[config.mk]
export PLATFORM = sky130hd
export DESIGN_NAME = dma_chan_sched
export DESIGN_NICKNAME = d
export VERILOG_FILES = /design/src/rtl/dma_sched_pkg.sv /design/src/rtl/rr_arbiter.sv /design/src/rtl/dma_chan_sched.sv
export SDC_FILE = /design/constraint.sdc
export NUM_CORES = 1
export LEC_CHECK = 0
export BUFFER_PORTS_ARGS = -buffer_cell sky130_fd_sc_hd__buf_2
export CAP_MARGIN = 15
export CORE_AREA = 2 2 356 358
export CTS_CLUSTER_DIAMETER = 120
export DETAILED_ROUTE_END_ITERATION = 10
export DIE_AREA = 0 0 358 360
export SLEW_MARGIN = 20
export SYNTH_ARGS = -nofsm -noshare
export SYNTH_HDL_FRONTEND = slang
export SYNTH_SLANG_ARGS = --single-unit
[constraint.sdc]
create_clock -name clk_i -period 3 [get_ports clk_i]
set_input_delay 0.6 -clock clk_i [delete_from_list [all_inputs] [get_ports clk_i]]
set_output_delay 0.6 -clock clk_i [all_outputs]
set_load 0.02 [all_outputs]
[src/rtl/dma_sched_pkg.sv]
// Shared types and engine valid-word bit positions for the DMA channel scheduler.
package dma_sched_pkg;

   typedef enum logic [1:0] {
      StArb,
      StIssue,
      StWait,
      StRelease
   } state_e;

   typedef enum logic [1:0] {
      ST_OK        = 2'd0,
      ST_PMP_FAULT = 2'd1,
      ST_TIMEOUT   = 2'd2
   } status_e;

   localparam int unsigned VALID_LOAD_BIT  = 1;
   localparam int unsigned VALID_STORE_BIT = 2;
   localparam int unsigned VALID_DONE_BIT  = 3;

endpackage

[src/rtl/rr_arbiter.sv]
// Combinational round-robin arbiter: grants the first request at or after ptr_i, wrapping.
module rr_arbiter #(
   parameter int unsigned NUM_CH = 4,
   localparam int unsigned IDX_W = $clog2(NUM_CH)
) (
   input  logic [NUM_CH-1:0] req_i,
   input  logic [IDX_W-1:0]  ptr_i,
   output logic [NUM_CH-1:0] gnt_o,
   output logic [IDX_W-1:0]  idx_o
);

   // Scan from farthest to nearest so the nearest requester is the last writer.
   always_comb begin
      logic [IDX_W-1:0] ci;
      ci    = '0;
      gnt_o = '0;
      idx_o = '0;
      for (int k = int'(NUM_CH) - 1; k >= 0; k--) begin
         ci = IDX_W'((int'(ptr_i) + k) % int'(NUM_CH));
         if (req_i[ci]) begin
            gnt_o     = '0;
            gnt_o[ci] = 1'b1;
            idx_o     = ci;
         end
      end
   end

endmodule

[src/rtl/dma_chan_sched.sv]
// Round-robin scheduler sharing one DMA engine between NUM_CH requesters.
// Optional wait-state watchdog is built in when DMA_SCHED_TIMEOUT_EN is defined.
module dma_chan_sched
   import dma_sched_pkg::*;
#(
   parameter int unsigned NUM_CH      = 4,
   parameter int unsigned DATA_WIDTH  = 32,
   parameter int unsigned TIMEOUT_CYC = 1024,
   localparam int unsigned IDX_W      = $clog2(NUM_CH)
) (
   input  logic                         clk_i,
   input  logic                         rst_ni,
   input  logic [NUM_CH-1:0]            req_i,
   input  logic [NUM_CH*DATA_WIDTH-1:0] len_i,
   input  logic [NUM_CH*64-1:0]         src_i,
   input  logic [NUM_CH*64-1:0]         dst_i,
   output logic [NUM_CH-1:0]            ack_o,
   output logic [1:0]                   status_o,
   output logic                         busy_o,
   output logic [IDX_W-1:0]             owner_o,
   output logic [DATA_WIDTH-1:0]        dma_start_o,
   output logic [DATA_WIDTH-1:0]        dma_length_o,
   output logic [DATA_WIDTH-1:0]        dma_src_lsb_o,
   output logic [DATA_WIDTH-1:0]        dma_src_msb_o,
   output logic [DATA_WIDTH-1:0]        dma_dst_lsb_o,
   output logic [DATA_WIDTH-1:0]        dma_dst_msb_o,
   output logic [DATA_WIDTH-1:0]        dma_done_o,
   input  logic [DATA_WIDTH-1:0]        dma_valid_i
);

   state_e                  state_q, state_d;
   logic [NUM_CH-1:0]       arb_gnt;
   logic [IDX_W-1:0]        arb_idx;
   logic                    arb_valid;
   logic [IDX_W-1:0]        ptr_q, owner_q, ptr_next;
   logic [DATA_WIDTH-1:0]   len_q;
   logic [63:0]             src_q, dst_q;
   status_e                 status_q;
   logic [NUM_CH-1:0]       ack_q;
   logic                    busy_q;
   logic                    eng_done, eng_idle, wd_expired;

   rr_arbiter #(
      .NUM_CH (NUM_CH)
   ) u_rr_arbiter (
      .req_i (req_i),
      .ptr_i (ptr_q),
      .gnt_o (arb_gnt),
      .idx_o (arb_idx)
   );

   assign arb_valid = |arb_gnt;
   assign eng_done  = dma_valid_i[VALID_DONE_BIT];
   assign eng_idle  = (dma_valid_i == '0);
   assign ptr_next  = (owner_q == IDX_W'(NUM_CH - 1)) ? '0 : owner_q + IDX_W'(1);

`ifdef DMA_SCHED_TIMEOUT_EN
   localparam int unsigned CNT_W = $clog2(TIMEOUT_CYC) + 1;
   logic [CNT_W-1:0] wd_cnt_q;

   // Cleared while issuing so the count starts at zero on the first wait cycle.
   always_ff @(posedge clk_i or negedge rst_ni) begin
      if (!rst_ni) begin
         wd_cnt_q <= '0;
      end else if (state_q == StIssue) begin
         wd_cnt_q <= '0;
      end else if (state_q == StWait && wd_cnt_q != '1) begin
         wd_cnt_q <= wd_cnt_q + CNT_W'(1);
      end
   end

   assign wd_expired = (state_q == StWait) && !eng_done &&
                       (wd_cnt_q >= CNT_W'(TIMEOUT_CYC - 1));
`else
   logic unused_timeout_cyc;
   assign unused_timeout_cyc = (TIMEOUT_CYC != 0);
   assign wd_expired         = 1'b0;
`endif

   always_ff @(posedge clk_i or negedge rst_ni) begin
      if (!rst_ni) begin
         state_q <= StArb;
      end else begin
         state_q <= state_d;
      end
   end

   always_comb begin
      state_d = state_q;
      unique case (state_q)
         StArb:     if (arb_valid) state_d = StIssue;
         StIssue:   state_d = StWait;
         StWait:    if (eng_done || wd_expired) state_d = StRelease;
         StRelease: if (eng_idle) state_d = StArb;
         default:   state_d = StArb;
      endcase
   end

   always_comb begin
      dma_start_o = '0;
      dma_done_o  = '0;
      unique case (state_q)
         StIssue:   dma_start_o = DATA_WIDTH'(1);
         StRelease: dma_done_o  = DATA_WIDTH'(1);
         default:   ;
      endcase
   end

   assign dma_length_o  = len_q;
   assign dma_src_lsb_o = DATA_WIDTH'(src_q[31:0]);
   assign dma_src_msb_o = DATA_WIDTH'(src_q[63:32]);
   assign dma_dst_lsb_o = DATA_WIDTH'(dst_q[31:0]);
   assign dma_dst_msb_o = DATA_WIDTH'(dst_q[63:32]);
   assign ack_o         = ack_q;
   assign status_o      = status_q;
   assign busy_o        = busy_q;
   assign owner_o       = owner_q;

   // Holding registers decouple the requester once granted.
   always_ff @(posedge clk_i or negedge rst_ni) begin
      if (!rst_ni) begin
         len_q    <= '0;
         src_q    <= '0;
         dst_q    <= '0;
         owner_q  <= '0;
         ptr_q    <= '0;
         busy_q   <= 1'b0;
         status_q <= ST_OK;
         ack_q    <= '0;
      end else begin
         ack_q <= '0;
         unique case (state_q)
            StArb: begin
               if (arb_valid) begin
                  len_q   <= len_i[arb_idx*DATA_WIDTH +: DATA_WIDTH];
                  src_q   <= src_i[arb_idx*64 +: 64];
                  dst_q   <= dst_i[arb_idx*64 +: 64];
                  owner_q <= arb_idx;
                  busy_q  <= 1'b1;
               end
            end
            StWait: begin
               if (eng_done) begin
                  status_q <= dma_valid_i[VALID_STORE_BIT] ? ST_OK : ST_PMP_FAULT;
               end else if (wd_expired) begin
                  status_q <= ST_TIMEOUT;
               end
            end
            StRelease: begin
               if (eng_idle) begin
                  ack_q  <= NUM_CH'(1) << owner_q;
                  busy_q <= 1'b0;
                  ptr_q  <= ptr_next;
               end
            end
            default: ;
         endcase
      end
   end

endmodule
==> results.toml <==
[run_status]
outcome = "finished, final reports clean"

[synthesis]
synth-xor-area-share_pct = 0
synth-seq-cells = 172
postSynth.asyncResetShare_pct = 100
synth_top_family_by_area = "multiplexers"
synth_area_leaders = "dfrtp_1, mux2i_1, o221ai_2, nand2_1, o221ai_1"
synth_compound_area_share_pct = 18.5
ys_types = 42
synth_top_area_share_pct = 36.4
synthMuxAreaShare_pct = 27.7
yosysSeqAreaShare_pct = 36.4
synth_fa_ha_area_share_pct = 1.80
synth_common_cells = "mux2i_1, dfrtp_1, nand2_1"
avgSynthCellArea_um2 = 11.1
synth_ff_type = "dfrtp_1"
synth_edf_count = 0
syn_area_um2 = 11800
synthSimpleGateAreaFrac_pct = 6.97
yosysMostFrequentCell = "mux2i_1"
yosys_warnings = 0
synth_cells = 1062
synth_top_area_cell = "dfrtp_1"

[power]
vdd_drop_max_mv = 0.495
p_leak_uw = 0.00978
power_density_nw_per_um2 = 772
power_uw = 14700

[worst_setup_path]
slowest_delay_ns = 0.50
start_kind = "register"
required_ns = 3.40
reg2regPathDepth = 10
end_kind = "register"
crit_fanout = 19
critical_path_class = "register to register"
critical_path_depth = 10
worstPathCellList = "inv_1 -> ha_1 -> inv_1 -> or4_4 -> and3_1 -> o21ai_4 -> nand2b_4 -> buf_12 -> buf_12 -> o221ai_2"
path_delay_family = "simple AND/OR/NAND/NOR gates"
crit_slowest_cell = "or4_4"
critical_path_buf_inv_count = 4
worst_ep_arrival_time_ns = 3.19

[clocking]
cts_buffers = 17
cts_max_level = 4
cts_root_buffer = "clkbuf_16"
cts.sinks = 172
clk_latency_ns = 0.54
cts_tree = "yes"
post_cts_buffers = 0
cts_buffer_depth = 2
clkTransAtPathRegs_ns = 0.09

[sta]
skew_ns = 0.0220
fin_crit_sh_pct = 93.0
hold_viol_final = 0
finalSetupTns_ns = 0
period_needed_ns = 2.79
fmax_mhz = 359
maxSlewViolCount = 0
fin_ws_ns = 0.211
rsz0062_at_grt = "false"
worstMarginPinSlew_ns = 0.729
max_slew_margin_pct = 51.4
setup_viol = 0

[drt]
drc = 0
wl_um = 73200
via_count = 12300
antenna_left = 0
drt_iter0_drc = 839
drtPass1Iterations = 5
vias_per_cell = 3.43
avgRoutedWirePerCell_um = 20.4

[global_route]
grt_usage_pct = 11.0
grt.overflow.total = 0
grt_pass1_wl_um = 96500
grt_start_max_net_pins = 69
grt_pass1_vias = 12400
antenna_found_initial = 68

[floorplanning]
ios = 911
die_w_um = 358
dieArea_um2 = 129000
coreArea_um2 = 125000
start_util_pct = 9.46
rows = 130
die_height_um = 360

[final_layout]
drive_gt1_share_pct = 55.5
final_core_util_pct = 15.2
final_cells = 3596
layout.nets = 2618
area_growth_syn_to_layout_pct = 60.9

[hold_path]
hold_depth = 3
min_path_type = "input pin to register"

[placed_design]
portBuffers = 847
place.detailed.hpwl_um = 63300
pre_cts_ws_ns = 0.0448
gp_congestion = 0.888
dp_cells = 3552

[flow_run]
drv_cap = 0
per-stage QoR:
| stage | hold WS (ns) | instance area, um^2 |
|---|---|---|
| final | 0.372 | 19000 |
| after global routing | 0.343 | 19000 |
| after CTS | 0.301 | 19000 |
| after detailed placement | 0.466 | 18300 |
| after global placement | 0.465 | 18300 |
| after floorplan | 0.304 | 12100 |
logic make-up (layout without fill, tap and decap cells):
kind of cell,after synthesis,in the layout
compound gates,182,182
fa+ha+maj,17,17
buf+inv,163,975
flops,172,172
mux,326,326
other cells,1,73
simple gates,201,201
what timing repair did:
action,CTS,global route
endpoints found under the hold margin,11,0
endpoints found under the setup margin,0,20
resized for setup,0,2
hold buffers,1,0
where the power goes:
part | switching [uW] | internal (uW) | leakage (uW) | total [uW]
Clock | 1180 | 1440 | 0.000312 | 2620
Sequential | 680 | 3420 | 0.00212 | 4100
Combinational | 5040 | 2910 | 0.00735 | 7960
worst reg2reg max path: stages (launching register included):
cell and delay (ns):
dfrtp_1 0.36, inv_1 0.07, ha_1 0.38, inv_1 0.13, or4_4 0.50, and3_1 0.20, o21ai_4 0.23, nand2b_4 0.21
buf_12 0.17, buf_12 0.28, o221ai_2 0.13
per-layer routing:
metal | vias to the layer above | wire [um] | global-route usage [%]
li1 | 5622 | - | -
met1 | 5843 | 27500 | 12.4
met2 | 683 | 34700 | 18.5
met3 | 159 | 8670 | 5.03
met4 | 26 | 2210 | 3.34
met5 | - | 181 | 0
cell type report:
cell class	instances	area [um^2]
clock inverter	12	181
tap	1650	2060
inverter	10	37.5
antenna	10	25.0
fill	14100	106000
clock buffer	20	457
sequential	172	4300
multi-input combinational	789	6760
timing repair buffer	933	5180
final timing paths:
path | startpoint | endpoint | slack, ns
setup / recovery | ptr_q[1] | dst_q[10] | 0.21
hold / removal | src_i[119] | src_q[55] | 0.37
setup reg to reg | ptr_q[1] | dst_q[10] | 0.21
hold reg to reg | dma_length_o[12] | dma_length_o[12] | 0.48
max in group asynchronous | rst_ni | state_q[0] | 1.65
min in group asynchronous | rst_ni | dst_q[40] | 0.59
flip-flops by register name, summed over array words and instances (netlist names):
name          flops
owner_o           2
dma_length_o     32
status_o          1
ptr_q             2
src_q            64
dst_q            64
busy_o            1
state_q           2
ack_o             4
layout by cell type, fill, tap and decap left out, types with 2 or more instances in the layout:
cell type,synthesis,layout
a221oi_1,2,2
a31oi_1,2,2
and3_1,5,5
buf_12,0,20
buf_2,22,846
buf_4,65,63
bufinv_16,0,4
clkbuf_16,0,18
clkbuf_8,0,2
clkinv_2,0,2
conb_1,1,63
dfrtp_1,172,172
diode_2,0,10
ha_1,17,17
inv_1,10,10
inv_6,0,4
mux2_2,3,3
mux2i_1,322,321
nand2_1,168,168
nand4_1,2,2
nor2_1,7,7
nor2b_1,4,4
nor4_1,8,8
o21ai_0,7,7
o221ai_1,60,60
o221ai_2,100,100
Note: power is estimated with default switching activity, not from simulation.
